### src/rtl/fetch_align_buffer.sv
// rtl/fetch_align_buffer.sv - halfword-granular instruction fetch and alignment buffer
//
// Issues word-aligned fetches, queues up to four 16-bit parcels and presents
// one aligned instruction (compressed or 32-bit, possibly straddling a word)
// per downstream handshake. A redirect flushes the queue and restarts fetch.
//
// Ports:
//   clk, rst                  clock, synchronous active-high reset
//   redirect, redirect_pc     flush and restart fetch at redirect_pc (bit 0 ignored)
//   mem_req, mem_addr         word-aligned fetch request
//   mem_ready                 memory accepts the request this cycle
//   mem_rvalid, mem_rdata     read data, one cycle after an accepted request
//   out_valid, out_ready      instruction handshake to the decompression stage
//   out_inst, out_pc          aligned instruction and its address
//   out_is_comp               instruction is a 16-bit compressed parcel

module fetch_align_buffer #(
    parameter logic [31:0] RESET_PC = 32'h0000_0000
) (
    input  logic        clk,
    input  logic        rst,
    input  logic        redirect,
    input  logic [31:0] redirect_pc,
    output logic        mem_req,
    output logic [31:0] mem_addr,
    input  logic        mem_ready,
    input  logic        mem_rvalid,
    input  logic [31:0] mem_rdata,
    output logic        out_valid,
    input  logic        out_ready,
    output logic [31:0] out_inst,
    output logic [31:0] out_pc,
    output logic        out_is_comp
);

    logic [15:0] q        [4];
    logic [15:0] q_shift  [4];
    logic [15:0] q_next   [4];
    logic [2:0]  count;
    logic [2:0]  cnt_pop;
    logic [2:0]  cnt_next;
    logic [31:0] head_pc;
    logic [29:0] fetch_word;
    logic        inflight;
    logic        skip_low;
    logic        discard;

    logic        hw0_comp;
    logic        fire;
    logic        pop;
    logic        append;
    logic [3:0]  credit;

    always_comb begin
        hw0_comp    = (q[0][1:0] != 2'b11);
        out_valid   = !rst && (((count >= 3'd1) && hw0_comp) ||
                               ((count >= 3'd2) && !hw0_comp));
        out_inst    = hw0_comp ? {16'h0000, q[0]} : {q[1], q[0]};
        out_pc      = head_pc;
        out_is_comp = hw0_comp;

        // An outstanding word is reserved as two parcels; a same-cycle pop
        // earns no credit, so the queue can never overflow.
        credit      = {1'b0, count} + {2'b00, inflight, 1'b0};
        mem_req     = !redirect && !rst && (credit <= 4'd2);
        mem_addr    = {fetch_word, 2'b00};

        fire        = mem_req && mem_ready;
        pop         = out_valid && out_ready;
        append      = mem_rvalid && !discard;
    end

    // Pop stage: drop the consumed parcels from the head.
    always_comb begin
        q_shift = q;
        cnt_pop = count;
        if (pop && hw0_comp) begin
            q_shift[0] = q[1];
            q_shift[1] = q[2];
            q_shift[2] = q[3];
            q_shift[3] = 16'h0000;
            cnt_pop    = count - 3'd1;
        end else if (pop) begin
            q_shift[0] = q[2];
            q_shift[1] = q[3];
            q_shift[2] = 16'h0000;
            q_shift[3] = 16'h0000;
            cnt_pop    = count - 3'd2;
        end
    end

    // Append stage: land the returned word behind whatever survived the pop.
    // After a redirect to an odd halfword only the upper parcel is kept.
    always_comb begin
        q_next   = q_shift;
        cnt_next = cnt_pop;
        if (append) begin
            if (skip_low) begin
                for (int i = 0; i < 4; i++) begin
                    if (3'(i) == cnt_pop) q_next[i] = mem_rdata[31:16];
                end
                cnt_next = cnt_pop + 3'd1;
            end else begin
                for (int i = 0; i < 4; i++) begin
                    if (3'(i) == cnt_pop)
                        q_next[i] = mem_rdata[15:0];
                    else if (3'(i) == cnt_pop + 3'd1)
                        q_next[i] = mem_rdata[31:16];
                end
                cnt_next = cnt_pop + 3'd2;
            end
        end
    end

    always_ff @(posedge clk) begin
        if (rst) begin
            for (int i = 0; i < 4; i++) q[i] <= 16'h0000;
            count      <= 3'd0;
            head_pc    <= RESET_PC;
            fetch_word <= RESET_PC[31:2];
            inflight   <= 1'b0;
            skip_low   <= RESET_PC[1];
            discard    <= 1'b0;
        end else if (redirect) begin
            count      <= 3'd0;
            head_pc    <= redirect_pc & ~32'h1;
            fetch_word <= redirect_pc[31:2];
            skip_low   <= redirect_pc[1];
            // A response landing in the redirect cycle is dropped with the
            // flush; only a response still owed afterwards must be discarded.
            inflight   <= inflight && !mem_rvalid;
            discard    <= inflight && !mem_rvalid;
        end else begin
            q        <= q_next;
            count    <= cnt_next;
            if (pop) head_pc <= head_pc + (hw0_comp ? 32'd2 : 32'd4);
            if (fire) fetch_word <= fetch_word + 30'd1;
            inflight <= fire || (inflight && !mem_rvalid);
            if (mem_rvalid) discard <= 1'b0;
            if (append) skip_low <= 1'b0;
        end
    end

endmodule

### config.mk
export PLATFORM = sky130hd
export DESIGN_NAME = fetch_align_buffer
export DESIGN_NICKNAME = d
export VERILOG_FILES = /design/src/rtl/fetch_align_buffer.sv
export SDC_FILE = /design/constraint.sdc
export NUM_CORES = 1
export LEC_CHECK = 0
export CORE_MARGIN = 4
export CORE_UTILIZATION = 49
export CTS_BUF_LIST = sky130_fd_sc_hd__clkbuf_8
export DETAILED_ROUTE_END_ITERATION = 16
export PLACE_DENSITY = 0.85
export SLEW_MARGIN = 20
export SYNTH_ARGS = -nofsm -noshare
export SYNTH_HDL_FRONTEND = slang
export SYNTH_SLANG_ARGS = --single-unit
### constraint.sdc
create_clock -name clk -period 3.3 [get_ports clk]
set_clock_uncertainty 0.1 [all_clocks]
set_input_delay 0.99 -clock clk [delete_from_list [all_inputs] [get_ports clk]]
set_output_delay 0.99 -clock clk [all_outputs]
set_load 0.05 [all_outputs]
==> reports/results.tsv <==
stage	metric	value	unit
run_status	run status	finished clean	
detailed_routing	final antenna-violating net count	0	
setup_path	register-to-register path setup slack	0.25	ns
detailed_routing	total via count in the routed design	9406	
timing	final hold violation count	0	
die	Die Area	19300	µm²
yosys	Yosys reg bits	131	
yosys	Synth Cell Area	8390	µm²
power_and_ir_drop	part of the total power dissipated in sequential elements	40.1	%
die	DIE WIDTH	139	µm
global_routing	first-pass GRT wire length	45800	µm
power_and_ir_drop	combinational cell fraction of total power	27.3	%
clock_tree	CTS hold repair buffers	0	
timing	crit path setup slack, layout	0.120	ns
yosys	Main synth FF type	sky130_fd_sc_hd__dfxtp_1	
setup_path	Critical Path AT	3.47	ns
yosys	Yosys warning total	0	
layout	post-layout utilization of the core	67.5	%
global_routing	initial antenna violation count	0	
global_routing	number of global-route vias before repair	9149	
detailed_routing	via density per instance	6.19	
clock_tree	Clk Tree Root Cell	sky130_fd_sc_hd__clkbuf_8	
global_routing	overall fraction of global-route tracks in use	28.6	%
timing	number of failing setup endpoints in the final timing report	0	
placement	Final Wtd Congestion	0.905	
layout	count of nets after finishing	1368	
flow_run	# Max-Cap Violations	0	
timing	worst slew slack as a fraction of its limit	50.9	%
power_and_ir_drop	Static Leakage	4.04	nW
timing	sum of negative setup slack	0	ns
die	overall die height	139	µm
placement	DP HPWL	20000	µm
power_and_ir_drop	Cell Pwr Density	398	nW/µm²
setup_path	startpoint class of the critical path	input port	
yosys	Yosys top cell by area	sky130_fd_sc_hd__dfxtp_1	
detailed_routing	violation count after the first detailed-route iteration	1124	
die	number of primary I/O pins	169	
layout	relative area change from synthesis to final layout	34.5	%
die	placement row count	47	
layout	layout cells sized above 1	14.2	%
setup_path	maximum fanout along the worst path	12	
clock_tree	buffer levels on the longest clock path	2	
global_routing	sum of overflow across all layers after global routing	0	
global_routing	maximum number of pins on one net before global-route repair	49	
power_and_ir_drop	switching portion of total power	34.1	%
clock_tree	number of H-tree levels	4	
detailed_routing	routed length per instance	18.7	µm
clock_tree	CTS Buf Count	17	
timing	final critical path time including I/O delays and setup	3.18	ns
yosys	synthesized area per cell	7.54	µm²
layout	Ant. Diodes	0	
yosys	fraction of synthesized cell area taken by the top area cell type	31.3	%
clock_tree	clock slew seen by the registers of the worst setup and hold paths	0.07	ns
detailed_routing	first-pass iteration count of the detailed router	6	
detailed_routing	total length of routed wires	28400	µm
timing	worst-margin pin slew	0.736	ns
yosys	cell types occupying the most area after synthesis	sky130_fd_sc_hd__dfxtp_1, sky130_fd_sc_hd__nand2_1, sky130_fd_sc_hd__nor2_1	
placement	pre-CTS setup slack	-0.760	ns
power_and_ir_drop	PnR Total Power	4.49	mW
yosys	count of cell types in the netlist	76	
power_and_ir_drop	internal power of the cells	2.96	mW
hold_path	HP Class	reg2reg	
power_and_ir_drop	reported net switching power	1.53	mW
setup_path	WP data required	3.59	ns
timing	RSZ-0062 raised after global routing	false	
die	starting density of the core	50.2	%
yosys	number of enable flip-flop cells after synthesis	0	
detailed_routing	DRC violations left	0	
yosys	Post-synth ARST share	0	%
power_and_ir_drop	part of the total power dissipated in the clock network	32.6	%
power_and_ir_drop	highest ir drop seen on vdd	317	µV
die	floorplan core area	16700	µm²
clock_tree	source-to-sink clock delay at the later pin of the worst-skew pair	0.46	ns
setup_path	kind of end point of the critical path	register	
yosys	sequential share of the synthesized area	31.3	%
placement	total of buffers placed on input and output ports	164	
setup_path	type of the setup path with the least slack	in2reg	
timing	final worst-path cycle share	96.4	%
yosys	Gate Count Post-Synth	1112	
timing	number of max-slew violations in the final report	0	
clock_tree	clk sinks	131	
timing	achievable frequency	0.314	GHz
clock_tree	clock tree from TritonCTS	yes	
[layout make-up]
type	count	area (µm²)
inverter	34	128
timing repair buffer	258	2640
clock buffer	19	262
fill	1334	5420
multi-input combinational	845	5190
sequential	131	2620
tap	220	275
clock inverter	13	160
[timing repair]
action                     in CTS  in global routing
hold endpoints to repair        0                  0
buffers inserted                2                  0
resized for setup               0                 15
pin swaps                       1                  0
setup endpoints to repair      14                 33
[state kept, by name, indices dropped and copies added (netlist names)]
register / cells
q: 64
fetch_word: 30
out_pc: 31
count: 3
discard: 1
inflight: 1
skip_low: 1
[final timing paths]
check / from / to / cells after the start
hold / removal: inflight / inflight / 2
setup reg to reg: count[1] / q[15] / 11
setup / recovery: out_ready / q[15] / 10
hold reg to reg: inflight / inflight / 2
[power by group through the flow]
stage	Combinational [mW]	Clock, mW	Sequential (mW)
floorplan	0.554	0	1.98
global placement	1.18	0	1.83
detailed placement	1.20	0	1.83
CTS	1.21	1.47	1.79
global route	1.30	1.53	1.81
finish	1.23	1.46	1.80
[kinds of logic after synthesis]
kind of cell	Yosys count	share of synthesized area, %
AND/OR/NAND/NOR	460	24.9
AO/OA/AOI/OAI	318	28.7
buffers and inverters	138	7.58
flip-flops	131	31.3
XOR/XNOR	40	4.18
multiplexers	13	1.63
adder cells (fa/ha/maj)	11	1.73
other	1	0.0447
[cells in the final DEF, fill, tap and decap left out, types with 8 or more instances in the layout]
master,netlist,layout
sky130_fd_sc_hd__dfxtp_1,131,131
sky130_fd_sc_hd__ha_1,10,9
sky130_fd_sc_hd__buf_12,0,28
sky130_fd_sc_hd__a221oi_1,41,41
sky130_fd_sc_hd__clkbuf_8,0,19
sky130_fd_sc_hd__a21oi_1,51,51
sky130_fd_sc_hd__a22o_1,21,21
sky130_fd_sc_hd__nor3_1,23,22
sky130_fd_sc_hd__nor2b_1,16,13
sky130_fd_sc_hd__and2_1,11,11
sky130_fd_sc_hd__xnor2_1,25,25
sky130_fd_sc_hd__or3_1,9,8
sky130_fd_sc_hd__nand4_1,11,11
sky130_fd_sc_hd__nand3_1,40,40
sky130_fd_sc_hd__buf_4,22,84
sky130_fd_sc_hd__nor2_2,0,8
sky130_fd_sc_hd__o21ai_0,38,35
sky130_fd_sc_hd__a31oi_1,20,20
sky130_fd_sc_hd__o2bb2ai_1,11,11
sky130_fd_sc_hd__and3_1,13,13
sky130_fd_sc_hd__nand2_1,212,212
sky130_fd_sc_hd__mux2i_1,11,10
sky130_fd_sc_hd__inv_1,33,34
sky130_fd_sc_hd__clkdlybuf4s50_1,0,143
sky130_fd_sc_hd__xor2_1,15,15
sky130_fd_sc_hd__nor2_1,96,88
sky130_fd_sc_hd__a211oi_1,8,8
sky130_fd_sc_hd__a22oi_1,28,28
sky130_fd_sc_hd__o211ai_1,42,42
[critical path: stages]
cell and delay (ns):
sky130_fd_sc_hd__clkdlybuf4s50_1 0.45, sky130_fd_sc_hd__nor4bb_1 0.16, sky130_fd_sc_hd__mux2_4 0.27, sky130_fd_sc_hd__or3_4 0.35, sky130_fd_sc_hd__buf_4 0.15, sky130_fd_sc_hd__ha_2 0.20
sky130_fd_sc_hd__or3_1 0.39, sky130_fd_sc_hd__buf_4 0.19, sky130_fd_sc_hd__o21ai_0 0.19, sky130_fd_sc_hd__o2bb2ai_1 0.13
[per-stage QoR]
step / hold slack (ns) / area (µm²) / cells
after floorplan: 0.339 / 8420 / 1114
after global placement: 0.372 / 10800 / 1486
after detailed placement: 0.384 / 10800 / 1486
after CTS: 0.395 / 11200 / 1520
after global routing: 0.415 / 11300 / 1520
final: 0.391 / 11300 / 1520
[per-layer routing]
layer | routed length (µm) | vias up | share of wire (%) | global-route usage (%)
li1 | - | 4356 | - | -
met1 | 11200 | 4380 | 39 | 35.4
met2 | 13200 | 577 | 46 | 46.2
met3 | 2970 | 93 | 10 | 8.45
met4 | 1010 | 0 | 3.6 | 12.7
met5 | 0 | - | 0 | 0
[cell usage after synthesis (5+ instances only)]
cell	n
sky130_fd_sc_hd__a22oi_1	28
sky130_fd_sc_hd__o21ai_0	38
sky130_fd_sc_hd__a21boi_0	7
sky130_fd_sc_hd__a22o_1	21
sky130_fd_sc_hd__nor4_1	5
sky130_fd_sc_hd__nor2_1	96
sky130_fd_sc_hd__a221oi_1	41
sky130_fd_sc_hd__buf_1	5
sky130_fd_sc_hd__clkbuf_1	64
sky130_fd_sc_hd__mux2i_1	11
sky130_fd_sc_hd__a211oi_1	8
sky130_fd_sc_hd__inv_1	33
sky130_fd_sc_hd__nor2b_1	16
sky130_fd_sc_hd__buf_4	22
sky130_fd_sc_hd__ha_1	10
sky130_fd_sc_hd__nand3_1	40
sky130_fd_sc_hd__a21oi_1	51
sky130_fd_sc_hd__a221o_1	7
sky130_fd_sc_hd__a31oi_1	20
sky130_fd_sc_hd__or3_1	9
sky130_fd_sc_hd__xor2_1	15
sky130_fd_sc_hd__nor3_1	23
sky130_fd_sc_hd__nand4_1	11
sky130_fd_sc_hd__and2_1	11
sky130_fd_sc_hd__xnor2_1	25
sky130_fd_sc_hd__o2bb2ai_1	11
sky130_fd_sc_hd__dfxtp_1	131
sky130_fd_sc_hd__nand2_1	212
sky130_fd_sc_hd__buf_2	10
sky130_fd_sc_hd__and3_1	13
sky130_fd_sc_hd__o211ai_1	42
No activity file was read; power rests on OpenSTA's default activity.
